**src/rtl/cakegame_pkg.sv**
```systemverilog
`default_nettype none
// ============================================================================
// Module      : cakegame_pkg
// Description : Shared encodings for the cake memory game control unit:
//               FSM state numbers, display mux selects, sequence length and
//               the bundle of datapath control strobes.
// Revision    : 1.0 - initial release
// ============================================================================
package cakegame_pkg;

    // Game FSM states; the numeric value is exported on db_estado.
    typedef enum logic [3:0] {
        ST_INICIAL     = 4'd0,
        ST_PREPARA     = 4'd1,
        ST_CARREGA     = 4'd2,
        ST_FIM_CARGA   = 4'd3,
        ST_MOSTRA      = 4'd4,
        ST_PROX_MOSTRA = 4'd5,
        ST_FIM_MOSTRA  = 4'd6,
        ST_ESPERA      = 4'd7,
        ST_REGISTRA    = 4'd8,
        ST_COMPARA     = 4'd9,
        ST_PROX_JOGADA = 4'd10,
        ST_FIM_RODADA  = 4'd11,
        ST_NOVA_RODADA = 4'd12,
        ST_GANHOU      = 4'd13,
        ST_PERDEU      = 4'd14,
        ST_UNUSED      = 4'd15
    } state_t;

    // Display multiplexer selects.
    localparam logic [1:0] OUT_BLANK   = 2'd0;
    localparam logic [1:0] OUT_RAM     = 2'd1;
    localparam logic [1:0] OUT_BUTTONS = 2'd2;

    // Number of cakes in one round's sequence.
    localparam int SEQ_LEN = 16;

    // Every strobe the control unit drives into the datapath.
    typedef struct packed {
        logic [1:0] out_sel;
        logic       clear_reg;
        logic       enable_reg;
        logic       clear_mem_counter;
        logic       enable_mem_counter;
        logic       clear_show_counter;
        logic       enable_show_counter;
        logic       enable_timeout_counter;
        logic       clear_points_counter;
        logic       enable_points_counter;
        logic       clear_ram;
        logic       enable_ram;
        logic       reset_random;
        logic       pronto;
        logic       ganhou;
        logic       perdeu;
    } ctrl_t;

    // All strobes inactive, display blank.
    localparam ctrl_t CTRL_IDLE = '0;

    // True in the end-of-game states, where iniciar restarts the game.
    function automatic logic is_game_over(input state_t st);
        return (st == ST_GANHOU) || (st == ST_PERDEU);
    endfunction

endpackage
`default_nettype wire

```
**src/rtl/cakegame_uc.sv**
```systemverilog
`default_nettype none
// ============================================================================
// Module      : cakegame_uc
// Description : Moore control unit of the cake memory game. Loads a random
//               16-cake sequence, shows it, then checks the player's plays
//               one by one; tracks rounds through the datapath points
//               counter and reports win/loss.
// Revision    : 1.0 - initial release
// ============================================================================
module cakegame_uc
    import cakegame_pkg::*;
#(
    parameter int WIN_POINTS = 7
) (
    input  logic       clock,
    input  logic       reset,
    input  logic       iniciar,
    input  logic       end_mem_counter,
    input  logic       correct_play,
    input  logic       has_play,
    input  logic       end_show,
    input  logic       half_show,
    input  logic       timeout,
    input  logic [2:0] points,
    output logic [1:0] out_sel,
    output logic       clear_reg,
    output logic       enable_reg,
    output logic       clear_mem_counter,
    output logic       enable_mem_counter,
    output logic       clear_show_counter,
    output logic       enable_show_counter,
    output logic       enable_timeout_counter,
    output logic       clear_points_counter,
    output logic       enable_points_counter,
    output logic       clear_ram,
    output logic       enable_ram,
    output logic       reset_random,
    output logic       pronto,
    output logic       ganhou,
    output logic       perdeu,
    output logic [3:0] db_estado
);

    // Points value seen in FIM_RODADA (before its increment) on the final round.
    localparam logic [2:0] c_last_round = 3'(WIN_POINTS - 1);

    state_t state_q;
    state_t state_d;
    ctrl_t  w_ctrl;

    // Next-state: game flow from the current state and datapath status flags.
    always_comb begin
        state_d = state_q;
        case (state_q)
            ST_INICIAL: begin
                if (iniciar) begin
                    state_d = ST_PREPARA;
                end
            end
            ST_PREPARA: begin
                state_d = ST_CARREGA;
            end
            ST_CARREGA: begin
                // Address 15 is written in the same cycle we leave.
                if (end_mem_counter) begin
                    state_d = ST_FIM_CARGA;
                end
            end
            ST_FIM_CARGA: begin
                state_d = ST_MOSTRA;
            end
            ST_MOSTRA: begin
                if (end_show) begin
                    state_d = ST_PROX_MOSTRA;
                end
            end
            ST_PROX_MOSTRA: begin
                state_d = end_mem_counter ? ST_FIM_MOSTRA : ST_MOSTRA;
            end
            ST_FIM_MOSTRA: begin
                state_d = ST_ESPERA;
            end
            ST_ESPERA: begin
                // A press in the same cycle as the timeout still counts.
                if (has_play) begin
                    state_d = ST_REGISTRA;
                end else if (timeout) begin
                    state_d = ST_PERDEU;
                end
            end
            ST_REGISTRA: begin
                state_d = ST_COMPARA;
            end
            ST_COMPARA: begin
                if (!correct_play) begin
                    state_d = ST_PERDEU;
                end else if (end_mem_counter) begin
                    state_d = ST_FIM_RODADA;
                end else begin
                    state_d = ST_PROX_JOGADA;
                end
            end
            ST_PROX_JOGADA: begin
                state_d = ST_ESPERA;
            end
            ST_FIM_RODADA: begin
                state_d = (points == c_last_round) ? ST_GANHOU : ST_NOVA_RODADA;
            end
            ST_NOVA_RODADA: begin
                state_d = ST_CARREGA;
            end
            ST_GANHOU, ST_PERDEU: begin
                if (iniciar) begin
                    state_d = ST_PREPARA;
                end
            end
            default: begin
                state_d = ST_INICIAL;
            end
        endcase
    end

    // State register; reset drops straight back to INICIAL.
    always_ff @(posedge clock or negedge reset) begin
        if (!reset) begin
            state_q <= ST_INICIAL;
        end else begin
            state_q <= state_d;
        end
    end

    // Output decode: strobes depend on state only, except the MOSTRA blank gap
    // and the PROX_MOSTRA address step which is suppressed at the last entry.
    always_comb begin
        w_ctrl = CTRL_IDLE;
        case (state_q)
            ST_PREPARA: begin
                w_ctrl.clear_reg            = 1'b1;
                w_ctrl.clear_mem_counter    = 1'b1;
                w_ctrl.clear_show_counter   = 1'b1;
                w_ctrl.clear_points_counter = 1'b1;
                w_ctrl.clear_ram            = 1'b1;
                w_ctrl.reset_random         = 1'b1;
            end
            ST_CARREGA: begin
                w_ctrl.enable_ram         = 1'b1;
                w_ctrl.enable_mem_counter = 1'b1;
            end
            ST_FIM_CARGA: begin
                w_ctrl.clear_mem_counter  = 1'b1;
                w_ctrl.clear_show_counter = 1'b1;
            end
            ST_MOSTRA: begin
                w_ctrl.enable_show_counter = 1'b1;
                w_ctrl.out_sel             = half_show ? OUT_BLANK : OUT_RAM;
            end
            ST_PROX_MOSTRA: begin
                w_ctrl.clear_show_counter = 1'b1;
                w_ctrl.enable_mem_counter = !end_mem_counter;
            end
            ST_FIM_MOSTRA: begin
                w_ctrl.clear_mem_counter = 1'b1;
                w_ctrl.clear_reg         = 1'b1;
            end
            ST_ESPERA: begin
                // Timer clear is the inverse of this enable, so it restarts per entry.
                w_ctrl.enable_timeout_counter = 1'b1;
                w_ctrl.out_sel                = OUT_BUTTONS;
            end
            ST_REGISTRA: begin
                w_ctrl.enable_reg = 1'b1;
                w_ctrl.out_sel    = OUT_BUTTONS;
            end
            ST_COMPARA: begin
                w_ctrl.out_sel = OUT_BUTTONS;
            end
            ST_PROX_JOGADA: begin
                w_ctrl.enable_mem_counter = 1'b1;
                w_ctrl.clear_reg          = 1'b1;
            end
            ST_FIM_RODADA: begin
                w_ctrl.enable_points_counter = 1'b1;
            end
            ST_NOVA_RODADA: begin
                // No reseed here: the generators keep running into a new sequence.
                w_ctrl.clear_mem_counter  = 1'b1;
                w_ctrl.clear_ram          = 1'b1;
                w_ctrl.clear_show_counter = 1'b1;
                w_ctrl.clear_reg          = 1'b1;
            end
            ST_GANHOU: begin
                w_ctrl.pronto  = is_game_over(state_q);
                w_ctrl.ganhou  = 1'b1;
                w_ctrl.out_sel = OUT_BLANK;
            end
            ST_PERDEU: begin
                // Show the cake the player should have pressed.
                w_ctrl.pronto  = is_game_over(state_q);
                w_ctrl.perdeu  = 1'b1;
                w_ctrl.out_sel = OUT_RAM;
            end
            default: begin
                w_ctrl = CTRL_IDLE;
            end
        endcase
    end

    assign out_sel                = w_ctrl.out_sel;
    assign clear_reg              = w_ctrl.clear_reg;
    assign enable_reg             = w_ctrl.enable_reg;
    assign clear_mem_counter      = w_ctrl.clear_mem_counter;
    assign enable_mem_counter     = w_ctrl.enable_mem_counter;
    assign clear_show_counter     = w_ctrl.clear_show_counter;
    assign enable_show_counter    = w_ctrl.enable_show_counter;
    assign enable_timeout_counter = w_ctrl.enable_timeout_counter;
    assign clear_points_counter   = w_ctrl.clear_points_counter;
    assign enable_points_counter  = w_ctrl.enable_points_counter;
    assign clear_ram              = w_ctrl.clear_ram;
    assign enable_ram             = w_ctrl.enable_ram;
    assign reset_random           = w_ctrl.reset_random;
    assign pronto                 = w_ctrl.pronto;
    assign ganhou                 = w_ctrl.ganhou;
    assign perdeu                 = w_ctrl.perdeu;
    assign db_estado              = state_q;

endmodule
`default_nettype wire

```
**config.mk**
```make
export PLATFORM = sky130hd
export DESIGN_NAME = cakegame_uc
export DESIGN_NICKNAME = d
export VERILOG_FILES = /design/src/rtl/cakegame_pkg.sv /design/src/rtl/cakegame_uc.sv
export SDC_FILE = /design/constraint.sdc
export NUM_CORES = 1
export LEC_CHECK = 0
export BUFFER_PORTS_ARGS = -buffer_cell sky130_fd_sc_hd__buf_2
export CAP_MARGIN = 10
export CORE_MARGIN = 8
export CORE_UTILIZATION = 38
export CTS_CLUSTER_SIZE = 20
export DETAILED_ROUTE_END_ITERATION = 6
export GPL_TIMING_DRIVEN = 0
export HOLD_SLACK_MARGIN = 0.02
export MAX_ROUTING_LAYER = met4
export PLACE_DENSITY = 0.75
export SLEW_MARGIN = 10
export SYNTH_ARGS = -nofsm -noshare
export SYNTH_HDL_FRONTEND = slang
export SYNTH_SLANG_ARGS = --single-unit
```
**constraint.sdc**
```tcl
create_clock -name clock -period 1.4 [get_ports clock]
set_input_delay 0.21 -clock clock [delete_from_list [all_inputs] [get_ports clock]]
set_output_delay 0.21 -clock clock [all_outputs]
set_load 0.02 [all_outputs]
```
==> results of run 1 <==
==> through the flow <==
stage                     setup slack (ns)  instance area [um2]
after floorplan                     -0.225                  792
after detailed placement            -0.295                  972
after CTS                           -0.361                 1370
after global placement              -0.272                  972
==> what timing repair did <==
item / CTS
endpoints found under the setup margin: 21
resized for setup: 58
hold buffers: 1
hold endpoints to repair: 4
pin swaps: 12
setup buffers: 22
==> cells by family after synthesis <==
logic type             Yosys count  share of synthesized area (%)
flip-flops                       4                           17.5
buffers and inverters           16                           13.3
AND/OR/NAND/NOR                 30                           29.5
XOR/XNOR                         1                           1.53
AO/OA/AOI/OAI                   29                           38.2
==> run metrics, run 1 <==
Mapped Cells 80; clk buf depth 2; worst_ep kind top-level output; dpl hpwl between 1500 and 2000 um; placed cells around 130; largest net degree at the start of global routing 11; post-synthesis sequential area ratio 17.5%; IO Port Bufs 32; Halt Stage global routing; Synth top cells by count 9 x nand2_1, 6 x a21oi_1, 6 x nor3_1; Initial Util 39.4%; number of flops mapped to enable cells by yosys 0; total CTS buffers 3; Synth Register Bits 4; Worst endpoint, post-GRT repair out_sel[1]; Synth Cell Area about 570 um2; fraction of registers with async set/reset 100%; post-synth top area cell dfrtp_1; H-tree depth 1; most instantiated library cell after synthesis nand2_1; mean post-synth cell area about 7.2 um2; status stopped before the end; clock root cell clkbuf_4; die width between 50 and 60 um; routability cong. between 0.8 and 0.9; Mapped Nets between 90 and 100; CTS sink cnt 4; top cell type's share of synthesized area between 10% and 20%; first reported error [ERROR DPL-0038] Utilization greater than 100%, impossible to legalize; largest cells by area after synthesis dfrtp_1 17%, nand2_1 5.9%, a21oi_1 5.2%; Netlist cell types 36; Die H 54.8 um; synth warn 0; top_reg_cell synth dfrtp_1; row count 14; io pins 33
==> run 2: changes to the inputs <==
--- a/config.mk
+++ b/config.mk
@@ -7,14 +7,11 @@
 export LEC_CHECK = 0
 export BUFFER_PORTS_ARGS = -buffer_cell sky130_fd_sc_hd__buf_2
 export CAP_MARGIN = 10
-export CORE_MARGIN = 8
-export CORE_UTILIZATION = 38
-export CTS_CLUSTER_SIZE = 20
+export CORE_AREA = 8 8 69 71
 export DETAILED_ROUTE_END_ITERATION = 6
+export DIE_AREA = 0 0 77 79
 export GPL_TIMING_DRIVEN = 0
-export HOLD_SLACK_MARGIN = 0.02
-export MAX_ROUTING_LAYER = met4
-export PLACE_DENSITY = 0.75
+export PLACE_DENSITY_LB_ADDON = 0.15
 export SLEW_MARGIN = 10
 export SYNTH_ARGS = -nofsm -noshare
 export SYNTH_HDL_FRONTEND = slang
==> constraint.sdc (replaced) <==
create_clock -name clock -period 1.8 [get_ports clock]
set_input_delay 0.27 -clock clock [delete_from_list [all_inputs] [get_ports clock]]
set_output_delay 0.27 -clock clock [all_outputs]
set_load 0.02 [all_outputs]
==> run metrics, run 2 <==
status complete, no violations; pre-CTS setup slack -0.129 ns; fin cells ~170; global-route wire length before repair 3790 um; CTS tree done; Worst EP arrival roughly 1.5 ns; post-route ant nets 0; Mapped Cells 80; drt drc 0; Max VDD drop 0.585 mV; met2 usage about 11%; Worst-Skew Late Latency ~0.22 ns; Synth top cells by count 9 x nand2_1, 6 x a21oi_1, 6 x nor3_1; R2R depth 6; row count 23; clk buf depth 2; global route overflow 0; H-tree depth 1; dpl hpwl about 1800 um; grt met1 use a little over 10%; top_reg_cell synth dfrtp_1; area of the multi-input gates about 460 um2; die width between 70 and 80 um; Crit Reg-Reg Startpoint db_estado[2]$_DFFE_PN0P_; fraction of registers with async set/reset 100%; io pins 33; Setup crit end kind output port; Clock power frac around 8.7%; most common cell after layout, fill and taps aside buf_2; post-synth top area cell dfrtp_1; Final Hold Fails 0; Netlist cell types 36; final non-filler cell area 0.00103 mm2; worst clock skew 0.000563 ns; largest fanout on the critical path 7; antenna cells 0; critical path, cell by cell buf_6, buf_8, buf_4, nand2_2, a31oi_1, a21o_1, buf_4; PwrDens around 2100 mW/mm2; CP Data Required Time around 1.5 ns; max-slew violations 0; Tmin final 1.75 ns; Sw Share approximately 52%; Initial Util roughly 15%; Synth Register Bits 4; most instantiated library cell after synthesis nand2_1; Fill cells between 400 and 500; total CTS buffers 3; routability cong. between 0.8 and 0.9; Final setup viols 0; worst reg2reg setup slack roughly 0.07 ns; Net count, final roughly 140; terminus of the critical flop-to-flop path db_estado[0]$_DFFE_PN0P_; Tcrit/Tclk final 97.0%; Crit Path Category reg -> out; Worst path slowest cell dfrtp_1; final worst setup slack between 0.05 and 0.06 ns; Core Area approximately 0.0038 mm2; largest net degree at the start of global routing 11; busiest grt layer met2; number of global-route vias before repair 759; commonest non-fill, non-tap cells in the layout 28 x buf_2, 13 x buf_4, 6 x a21oi_1, 6 x nand2_1; IO Port Bufs 32; Worst-path clk slew about 0.03 ns; Comb power frac between 80% and 90%; DR vias/cell around 4.7; Detailed Route WL ~2500 um; Sw Pwr 1.12 mW; top cell type's share of synthesized area between 15 and 20%; mean post-synth cell area between 7 and 8 um2; Wirelength per Cell 14.7 um; Least-Margin Pin Slew ~0.33 ns; max reg flops 4; CP most frequent cell buf_4; Min Hold Slack between 0.3 and 0.4 ns; Area Growth Syn to Fin 79.3%; Mapped Nets 92; Die Area 0.00608 mm2; CTS sink cnt 4; TritonRoute pass-1 iters 4; Post-Place Cell Area about 830 um2; Largest stage delay, worst path approximately 0.37 ns; leakage just under 0.5 nW; share of cells above drive strength 1 57.4%; number of flops mapped to enable cells by yosys 0; DR vias 804; Tot GR Track Use under 10%; Die H between 70 and 80 um; initial antenna violation count 0; cell internal pwr around 1.0 mW; Slew Limit Headroom between 70 and 80%; post-synthesis sequential area ratio roughly 17%; FF/Latch Area 103 um2; MaxCap Viol Count 0; synth warn 0; worst min-delay path class in -> async; met3 track demand over resource about 2.5%; crit path launch type flip-flop; upper clock frequency limit 573 MHz; largest cells by area after synthesis dfrtp_1 17%, nand2_1 5.9%, a21oi_1 5.2%; placed cells between 150 and 200; sequential share of power a little under a tenth; final core utilization 27.0%; initial DRC count 22; clock root cell clkbuf_8; Synth Cell Area ~570 um2
## run 2: cell counts after synthesis
No cell type changed its count.
## run 2: timing repair
item	in CTS	in global routing
hold buffers	1	0
endpoints found under the setup margin	12	9
pin swaps	1	7
gates resized for setup	18	15
buffers inserted	1	6
endpoints found under the hold margin	4	0
## run 2: layer usage
layer | wire length, um | share of wire, %
met4 | 40 | 1.6
met2 | 1140 | 45
met5 | 0 | 0
met3 | 162 | 6.4
met1 | 1180 | 47
## run 2: cells by family (layout without fill, tap and decap cells)
group,count (synthesis),count (layout),share of synthesized area (%)
compound gates,29,29,38.2
simple gates,30,30,29.5
flops,4,4,17.5
xor+xnor,1,1,1.53
buf+inv,16,58,13.3
## run 2: how the worst max path moves through the flow
stage	from	end	slack, ns
3_5_place_dp	db_estado[1]$_DFFE_PN0P_	clear_reg	-0.13
6_report	db_estado[2]$_DFFE_PN0P_	clear_reg	0.05
3_3_place_gp	db_estado[1]$_DFFE_PN0P_	clear_reg	-0.14
4_1_cts	db_estado[3]$_DFFE_PN0P_	enable_mem_counter	0.005
2_1_floorplan	db_estado[2]$_DFFE_PN0P_	enable_mem_counter	-0.01
5_1_grt	db_estado[2]$_DFFE_PN0P_	db_estado[0]$_DFFE_PN0P_	-0.02
## run 2: power groups by stage
stage | Sequential [mW] | Combinational, mW | Clock (mW)
after CTS | 0.202 | 1.57 | 0.192
after floorplan | 0.220 | 1.00 | 0
final | 0.197 | 1.76 | 0.187
after global placement | 0.174 | 1.45 | 0
after detailed placement | 0.175 | 1.45 | 0
after global routing | 0.206 | 1.90 | 0.199
## run 2: critical path, delay by kind of cell, from the launching register on
kind	cells	cell delay [ns]
buf+inv	4	0.55
flops	1	0.37
compound gates	2	0.27
simple gates	1	0.08
## run 2: final cells by class
cell class	instances	share of cell area (%)
tap	50	6.09
clock buffer	3	4.02
multi-input combinational	60	45.2
buffer	8	8.40
sequential	4	9.99
timing repair buffer	40	23.0
inverter	7	3.29
## run 2: through the flow
stage               power (mW)  TNS (ns)
finish                    2.14         0
global route              2.30   -0.0211
CTS                       1.96         0
detailed placement        1.63    -0.281
global placement          1.62    -0.302
floorplan                 1.22   -0.0115
(Power assumes the default switching activity.)
==> run 3: changes to the inputs <==
==> constraint.sdc (replaced) <==
create_clock -name clock -period 1.8 [get_ports clock]
set_input_delay 0.18 -clock clock [delete_from_list [all_inputs] [get_ports clock]]
set_output_delay 0.18 -clock clock [all_outputs]
set_load 0.02 [all_outputs]
==> run metrics, run 3 (synthesis gave the netlist of run 2 again) <==
TritonRoute pass-1 iters 4; Final Hold Fails 0; Least-Margin Pin Slew approximately 0.32 ns; Detailed Route WL roughly 2400 um; final worst setup slack approximately 0.032 ns; FF/Latch Area just over 100 um2; routability cong. about 0.74; Core Area approximately 0.0038 mm2; Min Hold Slack between 0.3 and 0.4 ns; Tcrit/Tclk final between 90% and 100%; clock root cell clkbuf_8; Clock power frac about a tenth; drt drc 0; die width 77 um; Tot GR Track Use under 10%; CP delay by family, top buffers and inverters; CP Data Required Time ~1.6 ns; Crit Path Category reg -> out; Fill cells 454; initial DRC count 20; crit path launch type flip-flop; leakage around 0.46 nW; status complete, no violations; Slew Limit Headroom roughly four fifths; number of global-route vias before repair roughly 800; global-route wire length before repair 4000 um; max-slew violations 0; Initial Util roughly 15%; most common cell after layout, fill and taps aside buf_2; final core utilization 24.4%; Final setup viols 0; Wirelength per Cell roughly 15 um; Setup crit end kind output port; Tmin final 1.77 ns; commonest non-fill, non-tap cells in the layout 33 x buf_2, 8 x nand2_1, 6 x a21oi_1; CTS tree done; fin cells roughly 170; largest net degree at the start of global routing 11; largest fanout on the critical path 10; placed cells 162; Worst EP arrival between 1.5 and 2 ns; Worst-Skew Late Latency 0.21 ns; Worst-path clk slew approximately 0.030 ns; clk buf depth 2; DR vias a little under 800; critical path, cell by cell buf_4, buf_2, o41ai_2, buf_2; CTS sink cnt 4; Max VDD drop about 0.54 mV; share of cells above drive strength 1 51.7%; CP most frequent cell buf_2; Die Area 0.00608 mm2; worst reg2reg setup slack around 0.13 ns; Sw Pwr roughly 1.0 mW; Largest stage delay, worst path 0.44 ns; sequential share of power 10.5%; Sw Share between 50% and 60%; Crit Reg-Reg Startpoint db_estado[0]$_DFFE_PN0P_; io pins 33; Worst path slowest cell dfrtp_2; total CTS buffers 3; MaxCap Viol Count 0; pre-CTS setup slack around 0.0096 ns; Net count, final 132; worst clock skew 0.00276 ns; global route overflow 0; dpl hpwl between 1500 and 2000 um; terminus of the critical flop-to-flop path db_estado[0]$_DFFE_PN0P_; Die H 79 um; Area Growth Syn to Fin 61.6%; WP buf/inv 3; cell internal pwr around 0.9 mW; max reg flops 4; worst min-delay path class in -> async; Comb power frac about 80%; PwrDens approximately 2100 mW/mm2; initial antenna violation count 0; post-route ant nets 0; area of the multi-input gates 424 um2; R2R depth 5; H-tree depth 1; upper clock frequency limit 566 MHz; antenna cells 0; row count 23; IO Port Bufs 32; DR vias/cell 4.61
run 3: repair_timing:
action,4_1_cts,5_1_grt
resized for setup,9,6
hold buffers,1,0
hold endpoints to repair,4,0
buffers inserted,0,3
endpoints found under the setup margin,11,6
run 3: cell type report:
| class | count | area share (%) |
|---|---|---|
| Clock buffer | 3 | 4.46 |
| Timing Repair Buffer | 36 | 21.5 |
| Inverter | 7 | 3.11 |
| Buffer | 8 | 7.30 |
| Tap cell | 50 | 6.76 |
| Multi-Input combinational cell | 60 | 45.8 |
| Sequential cell | 4 | 11.1 |
run 3: per-layer routing:
layer	track usage, %	share of wire [%]	up-vias
met2	12.1	46	28
met5	0	0	-
met4	2.83	0	0
met1	10.2	47	369
met3	2.71	7.5	0
li1	-	-	377
run 3: metrics by stage:
| step | cell area [um2] | TNS (ns) | power [mW] |
|---|---|---|---|
| after global placement | 815 | -0.000449 | 1.60 |
| after global routing | 926 | -0.00524 | 2.08 |
| after CTS | 882 | 0 | 1.84 |
| after detailed placement | 815 | 0 | 1.59 |
| after floorplan | 592 | 0 | 1.18 |
| final | 926 | 0 | 1.91 |
run 3: power groups by stage:
stage,sequential [mW],clock [mW],combinational [mW]
final,0.200,0.185,1.53
after floorplan,0.220,0,0.962
after global placement,0.171,0,1.43
after detailed placement,0.175,0,1.42
after CTS,0.197,0.191,1.45
after global routing,0.208,0.198,1.67
run 3: worst reg2reg max path: stages, from the launching register on:
cell,delay (ns)
dfrtp_1,0.37
buf_6,0.15
or4_4,0.54
a31oi_4,0.24
o41ai_1,0.12
o41a_1,0.13
run 3: how the worst max path moves through the flow:
stage,end,slack [ns],startpoint,cells after the start
finish,out_sel[0],0.03,db_estado[1]$_DFFE_PN0P_,4
global route,clear_reg,-0.005,db_estado[3]$_DFFE_PN0P_,5
CTS,enable_mem_counter,0.009,db_estado[2]$_DFFE_PN0P_,6
detailed placement,clear_reg,0.01,db_estado[1]$_DFFE_PN0P_,5
global placement,clear_reg,-0.0004,db_estado[1]$_DFFE_PN0P_,5
floorplan,enable_ram,0.03,db_estado[1]$_DFFE_PN0P_,4
